`config.mk`:
```
export PLATFORM = sky130hd
export DESIGN_NAME = regfile_port_ctrl
export DESIGN_NICKNAME = d
export VERILOG_FILES = /design/src/rtl/regfile_port_ctrl.sv
export SDC_FILE = /design/constraint.sdc
export NUM_CORES = 1
export LEC_CHECK = 0
export CORE_ASPECT_RATIO = 0.6
export CORE_MARGIN = 5
export CORE_UTILIZATION = 45
export CTS_BUF_LIST = sky130_fd_sc_hd__clkbuf_4
export CTS_CLUSTER_SIZE = 28
export DETAILED_ROUTE_END_ITERATION = 10
export PLACE_DENSITY = 0.9
export SYNTH_ARGS = -nofsm -noshare
export SYNTH_HDL_FRONTEND = slang
export SYNTH_SLANG_ARGS = --single-unit
```
`constraint.sdc`:
```
create_clock -name sys_clk -period 10.6 [get_ports sys_clk]
set_input_delay 2.12 -clock sys_clk [delete_from_list [all_inputs] [get_ports sys_clk]]
set_output_delay 2.12 -clock sys_clk [all_outputs]
set_load 0.05 [all_outputs]
```
`src/rtl/regfile_port_ctrl.sv`:
```
// Initiator-side controller for a 2R/1W register-file port: one command at a time
// in over valid/ready, read/write cycles sequenced, result out over valid/ready.
// Optional macro REGCTRL_ZERO_GUARD_EN suppresses writes to register index 0.
module regfile_port_ctrl #(
    parameter int DATA_WIDTH = 32,
    parameter int ADDR_WIDTH = 5
) (
    input  logic                  sys_clk,
    input  logic                  sys_rst,
    input  logic                  cmd_valid,
    output logic                  cmd_ready,
    input  logic [1:0]            cmd_op,
    input  logic [ADDR_WIDTH-1:0] cmd_ra,
    input  logic [ADDR_WIDTH-1:0] cmd_rb,
    input  logic [ADDR_WIDTH-1:0] cmd_rw,
    input  logic [DATA_WIDTH-1:0] cmd_data,
    output logic                  rsp_valid,
    input  logic                  rsp_ready,
    output logic [DATA_WIDTH-1:0] rsp_a,
    output logic [DATA_WIDTH-1:0] rsp_b,
    output logic                  rsp_err,
    output logic [ADDR_WIDTH-1:0] Ra,
    output logic [ADDR_WIDTH-1:0] Rb,
    output logic [ADDR_WIDTH-1:0] Rw,
    output logic                  RegWr,
    output logic [DATA_WIDTH-1:0] busW,
    input  logic [DATA_WIDTH-1:0] busA,
    input  logic [DATA_WIDTH-1:0] busB
);

    typedef enum logic [1:0] {
        ST_IDLE,
        ST_RD,
        ST_WR,
        ST_RESP
    } state_t;

    typedef enum logic [1:0] {
        OP_READ  = 2'b00,
        OP_WRITE = 2'b01,
        OP_ADD   = 2'b10,
        OP_COPY  = 2'b11
    } op_t;

    state_t                  state;
    state_t                  state_next;
    op_t                     lat_op;
    logic [ADDR_WIDTH-1:0]   lat_rw;
    logic                    accept;
    logic                    zero_block;
    logic [DATA_WIDTH-1:0]   sum;

    assign accept = cmd_valid && cmd_ready;
    assign sum    = busA + busB;  // carry out intentionally dropped

`ifdef REGCTRL_ZERO_GUARD_EN
    assign zero_block = (lat_rw == '0);
`else
    assign zero_block = 1'b0;
`endif

    // Combinational outputs follow the state register, so an async reset drops them at once.
    assign cmd_ready = (state == ST_IDLE) && !sys_rst;
    assign rsp_valid = (state == ST_RESP);
    assign RegWr     = (state == ST_WR) && !zero_block;

    // NOTE: sequential state uses non-blocking assignments so every register samples pre-edge values.
    always_ff @(posedge sys_clk or posedge sys_rst) begin
        if (sys_rst) begin
            state <= ST_IDLE;
        end else begin
            state <= state_next;
        end
    end

    // NOTE: state_next gets a default before the case so no path can infer a latch.
    always_comb begin
        state_next = state;
        case (state)
            ST_IDLE: begin
                if (accept) begin
                    state_next = (op_t'(cmd_op) == OP_WRITE) ? ST_WR : ST_RD;
                end
            end
            ST_RD:   state_next = (lat_op == OP_READ) ? ST_RESP : ST_WR;
            ST_WR:   state_next = ST_RESP;
            ST_RESP: begin
                if (rsp_ready) begin
                    state_next = ST_IDLE;
                end
            end
            default: state_next = ST_IDLE;
        endcase
    end

    // Datapath: command latch, read capture and response registers.
    always_ff @(posedge sys_clk or posedge sys_rst) begin
        if (sys_rst) begin
            lat_op  <= OP_READ;
            lat_rw  <= '0;
            Ra      <= '0;
            Rb      <= '0;
            Rw      <= '0;
            busW    <= '0;
            rsp_a   <= '0;
            rsp_b   <= '0;
            rsp_err <= 1'b0;
        end else begin
            case (state)
                ST_IDLE: begin
                    if (accept) begin
                        lat_op  <= op_t'(cmd_op);
                        lat_rw  <= cmd_rw;
                        rsp_err <= 1'b0;
                        if (op_t'(cmd_op) == OP_WRITE) begin
                            Rw    <= cmd_rw;
                            busW  <= cmd_data;
                            rsp_a <= cmd_data;
                            rsp_b <= '0;
                        end else begin
                            Ra <= cmd_ra;
                            Rb <= cmd_rb;
                        end
                    end
                end
                ST_RD: begin
                    // Reads complete here, before WR, so ra==rw / rb==rw hazards resolve correctly.
                    case (lat_op)
                        OP_ADD: begin
                            Rw    <= lat_rw;
                            busW  <= sum;
                            rsp_a <= sum;
                            rsp_b <= busB;
                        end
                        OP_COPY: begin
                            Rw    <= lat_rw;
                            busW  <= busA;
                            rsp_a <= busA;
                            rsp_b <= '0;
                        end
                        default: begin
                            rsp_a <= busA;
                            rsp_b <= busB;
                        end
                    endcase
                end
                ST_WR: begin
                    rsp_err <= zero_block;
                end
                default: begin
                end
            endcase
        end
    end

endmodule

```
==> out/metrics.cfg, run 1 <==
[cts]
cts.root.buffer_cell = sky130_fd_sc_hd__clkbuf_4
cts_tree = yes
clk_latency_ns = 0.52
cts.clk_slew.worst_paths_ns = 0.11
post_cts.repair.setup_buffers = 0
ctsHoldBuffers = 0
ctsResizeCount = 0
h-tree-depth = 4
cts_inserted_buffers = 17
clock-sinks = 120
max_clock_buf_depth = 2

[synthesis]
area_share_of_the_leading_cell_type_in_the_synthesized_netlist_pct = 40.84
synth-edff-count = 0
synth.avg_cell_area_um2 = 8.754
synth.area.top_cells = sky130_fd_sc_hd__dfrtp_1, sky130_fd_sc_hd__nand2_1, sky130_fd_sc_hd__ha_1, sky130_fd_sc_hd__a21oi_1, sky130_fd_sc_hd__o21ai_0
post_synth_instance_area_um2 = 7353
yosysTopAreaCell = sky130_fd_sc_hd__dfrtp_1
ys_types = 70
synth_cells = 840
ys_async_sr_fraction_pct = 100.0
ys.flop_type = sky130_fd_sc_hd__dfrtp_1
synthesis.nets = 994
ys_ff_latch = 120
synth-seq-area-share_pct = 40.84
synthesis.yosys.warnings = 0

[global_routing]
grt_antenna_before_repair = 0
overflow = 0
grtUsageMet1_pct = 38.20
global_route.peak_usage_layer = met2
grt_pass1_wl_um = 40670
globalRouteTotalUtil_pct = 27.43
grt.met3_usage_pct = 10.81
grt_pass1_vias = 7249
grt_max_degree = 79
grtUsageMet2_pct = 39.83

[die]
coreArea_um2 = 16130
chipWidth_um = 175.0
floorplan.initialDensity_pct = 45.60
placement_rows = 36
chip_height_um = 109.0
io-pin-count = 232
dieArea_um2 = 19080

[hold_path]
hp-class = reg2reg
min-delay-start = rsp_b[8]$_DFFE_PP0P_

[critical_path]
worst-endpoint-arrival_ns = 3.58
critical_path.max_fanout = 2
kind_of_end_point_of_the_critical_path = primary output
worst-setup-path-type = in2out
crit_path_start = sys_rst
critPathLaunchType = input port
critPathRequiredTime_ns = 8.48
r2r_start = state[0]$_DFFE_PP0P_

[power]
clock_network_power_share_pct = 11.5
power.internal_uw = 1488
switching_power_uw = 1670
power.combinational.fraction_pct = 63.3
power_switching_share_pct = 52.89
pwr_density_cell_nw_per_um2 = 312.4
power_frac_seq_pct = 25.2
ir_drop_mv = 0.2061
p_leak_uw = 0.004317

[place]
gpl.final_weighted_congestion = 0.9462
place.detailed.hpwl_um = 20130
pre_cts_ws_ns = 4.717
numPortBuffers = 230

[route]
routed-via-count = 7477
antenna_violating_nets_post_route = 0
initial_detailed_routing_violation_count = 812
detail_route.drc_violations = 0
post_drt_via_cell_ratio = 5.883
wl_per_cell_um = 20.91
route.final.wire_length_um = 26580
dr.pass1.iters = 6

[timing]
finalSetupViolCount = 0
finalSetupTns_ns = 0
timing_limited_maximum_frequency_ghz = 0.1755
slew_headroom_pct = 32.31
clock-skew-final_ns = 0.01706
hold_viol = 0
final.period_utilization_pct = 53.77
rsz0062_at_grt = false
min_period_ns = 5.699
max_slew.worst_pin.slew_ns = 1.013
postLayoutSetupSlackWorst_ns = 4.901
timing.final.max_slew_violations = 0

[finish]
drive_gt1_share_pct = 8.663
diodes = 0
fin_nets = 1203
most_frequent_cells_in_the_layout = sky130_fd_sc_hd__clkdlybuf4s50_1, sky130_fd_sc_hd__nand2_1, sky130_fd_sc_hd__dfrtp_1
final_common_cell = sky130_fd_sc_hd__clkdlybuf4s50_1
syn2layout_area_growth_pct = 37.50

[status]
run_status = complete, no violations

[job]
total_of_max_cap_violations = 0

## state kept, by name, summed over array words and instances (netlist names)
signal,flops
Ra,5
rsp_a,32
rsp_b,32
busW,32
lat_op,2
Rb,5
lat_rw,5
state,2
Rw,5
## cell families (layout without fill, tap and decap cells)
family / Yosys count / in the layout / share of synthesized area (%)
compound gates: 246 / 246 / 21.54
buf+inv: 67 / 289 / 3.624
other cells: 1 / 1 / 0.05100
simple gates: 305 / 305 / 18.90
fa+ha+maj: 37 / 37 / 6.398
xor+xnor: 25 / 25 / 2.978
flops: 120 / 120 / 40.84
mux: 39 / 39 / 5.666
## critical path, cell delays in order
cell                              delay [ns]
sky130_fd_sc_hd__clkdlybuf4s50_1        0.46
sky130_fd_sc_hd__nor2b_1                0.17
sky130_fd_sc_hd__clkdlybuf4s50_1        0.82
## area by class of cell
type,count,area [µm²]
fillers,1341,6015
multi-input cells,653,4099
flip-flops and latches,120,3003
repair buffers,242,2392
well taps,209,261.5
clock inverters,13,153.9
clock buffers,19,142.6
inverters,15,58.81
## power by group through the flow
stage	combinational [µW]	clock (µW)	sequential [µW]
finish	2000	363	797
global route	2120	383	823
CTS	1990	367	795
detailed placement	1990	0	801
global placement	1960	0	798
floorplan	681	0	1420
## per-stage QoR
stage | area, µm² | cells | hold slack (ns) | utilization [%] | power [µW]
2_1_floorplan | 7353 | 840 | 0.4792 | - | 2103
3_3_place_gp | 9814 | 1239 | 0.4499 | 60.86 | 2754
3_5_place_dp | 9814 | 1239 | 0.4558 | 60.86 | 2789
4_1_cts | 10110 | 1271 | 0.4814 | 62.70 | 3156
5_1_grt | 10110 | 1271 | 0.4939 | 62.70 | 3326
6_report | 10110 | 1271 | 0.4780 | 62.70 | 3158
## path summary, 6_finish.rpt
path	to	slack [ns]	depth (start not counted)
setup / recovery	cmd_ready	4.90	3
hold reg to reg	rsp_b[8]$_DFFE_PP0P_	0.48	2
max in group asynchronous	rsp_a[25]$_DFFE_PP0P_	7.13	3
setup reg to reg	busW[26]$_DFFE_PP0P_	7.20	9
min in group asynchronous	Rw[0]$_DFFE_PP0P_	2.06	2
hold / removal	rsp_b[8]$_DFFE_PP0P_	0.48	2
## per-layer routing
metal | up-vias | share of wire (%)
li1 | 3444 | -
met5 | - | 0
met3 | 39 | 14
met1 | 3535 | 42
met4 | 0 | 1.6
met2 | 459 | 42
## synth_stat cells (all sizes together), types with 4 or more instances
cell	number
mux2	21
a31oi	9
nor2	42
nand3	43
nand4	6
o21bai	4
or3	16
buf	13
inv	15
nor3	16
a21o	13
nand2	153
o31ai	8
o22ai	14
mux2i	18
xor2	4
and2	4
o211ai	11
o21ai	73
o221ai	4
a211oi	5
and3	4
a311oi	8
ha	36
nand2b	4
dfrtp	120
clkbuf	39
nor2b	7
xnor2	21
a21oi	75
Power figures use the tool's default switching activity.
==> run 2: changes to the inputs <==
==> constraint.sdc (replaced) <==
create_clock -name sys_clk -period 5.9 [get_ports sys_clk]
set_input_delay 1.18 -clock sys_clk [delete_from_list [all_inputs] [get_ports sys_clk]]
set_output_delay 1.18 -clock sys_clk [all_outputs]
set_load 0.05 [all_outputs]
==> run 2 against run 1 <==
Compared with the run above: via count up 1.6%; worst hold slack worse by 0.0025 ns; highest routed layer unchanged; critical endpoint is now busW[26]$_DFFE_PP0P_; largest power group unchanged; first-iteration DRC count up 3.8%.
==> out/metrics.cfg, run 2 (synthesized netlist as in run 1, its figures left out) <==
[status]
run_status = complete, no violations

[critical_path]
worst-setup-path-type = in2reg
critical_path_cell_by_cell = clkdlybuf4s50_1 -> nor2b_2 -> and3_1 -> mux2_2 -> nand2_1 -> nor2_1 -> and3_1 -> mux2i_1 -> and4_1
cpLargestDelayFamily = simple AND/OR/NAND/NOR gates
r2r_start = state[1]$_DFFE_PP0P_
critPathLaunchType = input port
cp-endpoint = busW[26]$_DFFE_PP0P_
critical_path.max_fanout = 28
reg2regPathDepth = 8
reg2reg_slack_ns = 2.11
kind_of_end_point_of_the_critical_path = register
timing.critical_path.depth = 9
critPathRequiredTime_ns = 6.36
regToRegEndpoint = busW[26]$_DFFE_PP0P_
path_buf_inv = 1
critical_path.most_common_cell = sky130_fd_sc_hd__and3_1
critPathMaxStageDelay_ns = 0.75
crit_slowest_cell = sky130_fd_sc_hd__nor2_1
worst-endpoint-arrival_ns = 4.42
crit_path_start = cmd_op[0]

[die]
floorplan.initialDensity_pct = 45.60
placement_rows = 36
chip_height_um = 109.0
dieArea_um2 = 19080
chipWidth_um = 175.0
coreArea_um2 = 16130
io-pin-count = 232

[finish]
most_frequent_cells_in_the_layout = sky130_fd_sc_hd__clkdlybuf4s50_1, sky130_fd_sc_hd__nand2_1, sky130_fd_sc_hd__dfrtp_1
syn2layout_area_growth_pct = 37.26
layout.cells.non_filler = 1271
top_flop_regs = busW (32), rsp_a (32), rsp_b (32)
final_common_cell = sky130_fd_sc_hd__clkdlybuf4s50_1
fin_nets = 1203
drive_gt1_share_pct = 8.569
diodes = 0

[cts]
post_cts.repair.setup_buffers = 0
cts_tree = yes
clock-sinks = 120
clk_latency_ns = 0.55
max_clock_buf_depth = 2
cts_inserted_buffers = 17
h-tree-depth = 4
cts.clk_slew.worst_paths_ns = 0.13
ctsResizeCount = 0
cts.root.buffer_cell = sky130_fd_sc_hd__clkbuf_4
ctsHoldBuffers = 0

[route]
detail_route.drc_violations = 0
antenna_violating_nets_post_route = 0
route.final.wire_length_um = 27120
wl_per_cell_um = 21.34
routed-via-count = 7595
post_drt_via_cell_ratio = 5.976
initial_detailed_routing_violation_count = 843
dr.pass1.iters = 5

[timing]
hold_viol = 0
finalSetupTns_ns = 0
min_period_ns = 3.962
timing_limited_maximum_frequency_ghz = 0.2524
final.period_utilization_pct = 67.15
rsz0062_at_grt = false
slew_headroom_pct = 31.97
clock-skew-final_ns = 0.02271
finalSetupViolCount = 0
max_slew.worst_pin.slew_ns = 1.018
timing.final.max_slew_violations = 0

[global_routing]
grt_pass1_vias = 7373
grt_pass1_wl_um = 41860
grt_antenna_before_repair = 0
globalRouteTotalUtil_pct = 28.28
grt_max_degree = 81
overflow = 0

[hold_path]
hp-class = reg2reg

[power]
ir_drop_mv = 0.4096
pwr_density_cell_nw_per_um2 = 560.6
p_leak_uw = 0.004314

[job]
total_of_max_cap_violations = 0

[place]
dpl.cell_count = 1239
numPortBuffers = 230
place.detailed.hpwl_um = 20660
gpl.final_weighted_congestion = 0.9909

## run 2: changes by cell type in the layout (fill, tap and decap cells not counted)
cell	before	now
sky130_fd_sc_hd__bufinv_16	3	2
sky130_fd_sc_hd__clkbuf_4	19	17
sky130_fd_sc_hd__clkinv_1	2	3
sky130_fd_sc_hd__clkinv_2	3	2
sky130_fd_sc_hd__clkinv_4	2	4
sky130_fd_sc_hd__clkinvlp_4	2	0
sky130_fd_sc_hd__inv_6	1	4
## run 2: tightest hold or removal path: cells and delay by family (launching register included)
| kind | cells | cell delay (ns) |
|---|---|---|
| and+or+nand+nor | 2 | 0.10 |
| DFF | 1 | 0.35 |
## run 2: final cells by class
type | count | area [µm²]
clock inverters | 15 | 151.4
fillers | 1342 | 6032
multi-input cells | 653 | 4099
flip-flops and latches | 120 | 3003
clock buffers | 17 | 127.6
well taps | 209 | 261.5
repair buffers | 242 | 2392
inverters | 15 | 58.81
## run 2: through the flow
stage / hold slack, ns / util (%) / cell area [µm²] / power, µW / setup slack, ns
3_3_place_gp: 0.4508 / 60.86 / 9814 / 4958 / 1.471
6_report: 0.4754 / 62.59 / 10090 / 5658 / 1.938
3_5_place_dp: 0.4542 / 60.86 / 9814 / 5030 / 1.409
5_1_grt: 0.4931 / 62.59 / 10090 / 5957 / 1.808
2_1_floorplan: 0.4792 / - / 7353 / 3778 / 0.3474
4_1_cts: 0.4788 / 62.59 / 10090 / 5649 / 2.016
## run 2: worst min-delay path by stage
| stage | cells after the start | slack, ns | endpoint | start |
|---|---|---|---|---|
| floorplan | 1 | 0.48 | lat_rw[0]$_DFFE_PP0P_ | lat_rw[0]$_DFFE_PP0P_ |
| global placement | 2 | 0.45 | rsp_b[13]$_DFFE_PP0P_ | rsp_b[13]$_DFFE_PP0P_ |
| detailed placement | 2 | 0.45 | rsp_b[11]$_DFFE_PP0P_ | rsp_b[11]$_DFFE_PP0P_ |
| CTS | 2 | 0.48 | rsp_b[12]$_DFFE_PP0P_ | rsp_b[12]$_DFFE_PP0P_ |
| global route | 2 | 0.49 | rsp_b[11]$_DFFE_PP0P_ | rsp_b[11]$_DFFE_PP0P_ |
| finish | 2 | 0.48 | rsp_b[12]$_DFFE_PP0P_ | rsp_b[12]$_DFFE_PP0P_ |
## run 2: metal layers
metal  routed length [µm]  GRT usage, %  share of wire, %  vias up
li1                     -             -                 -     3456
met1                12010         40.58                44     3614
met2                11330         41.32                42      486
met3                 3377         9.979                12       39
met4                  403         6.218               1.5        0
met5                    0             0                 0        -
## run 2: power breakdown
group	switching [µW]	internal, µW
Combinational	2420	1180
Clock	359	253
Sequential	252	1200
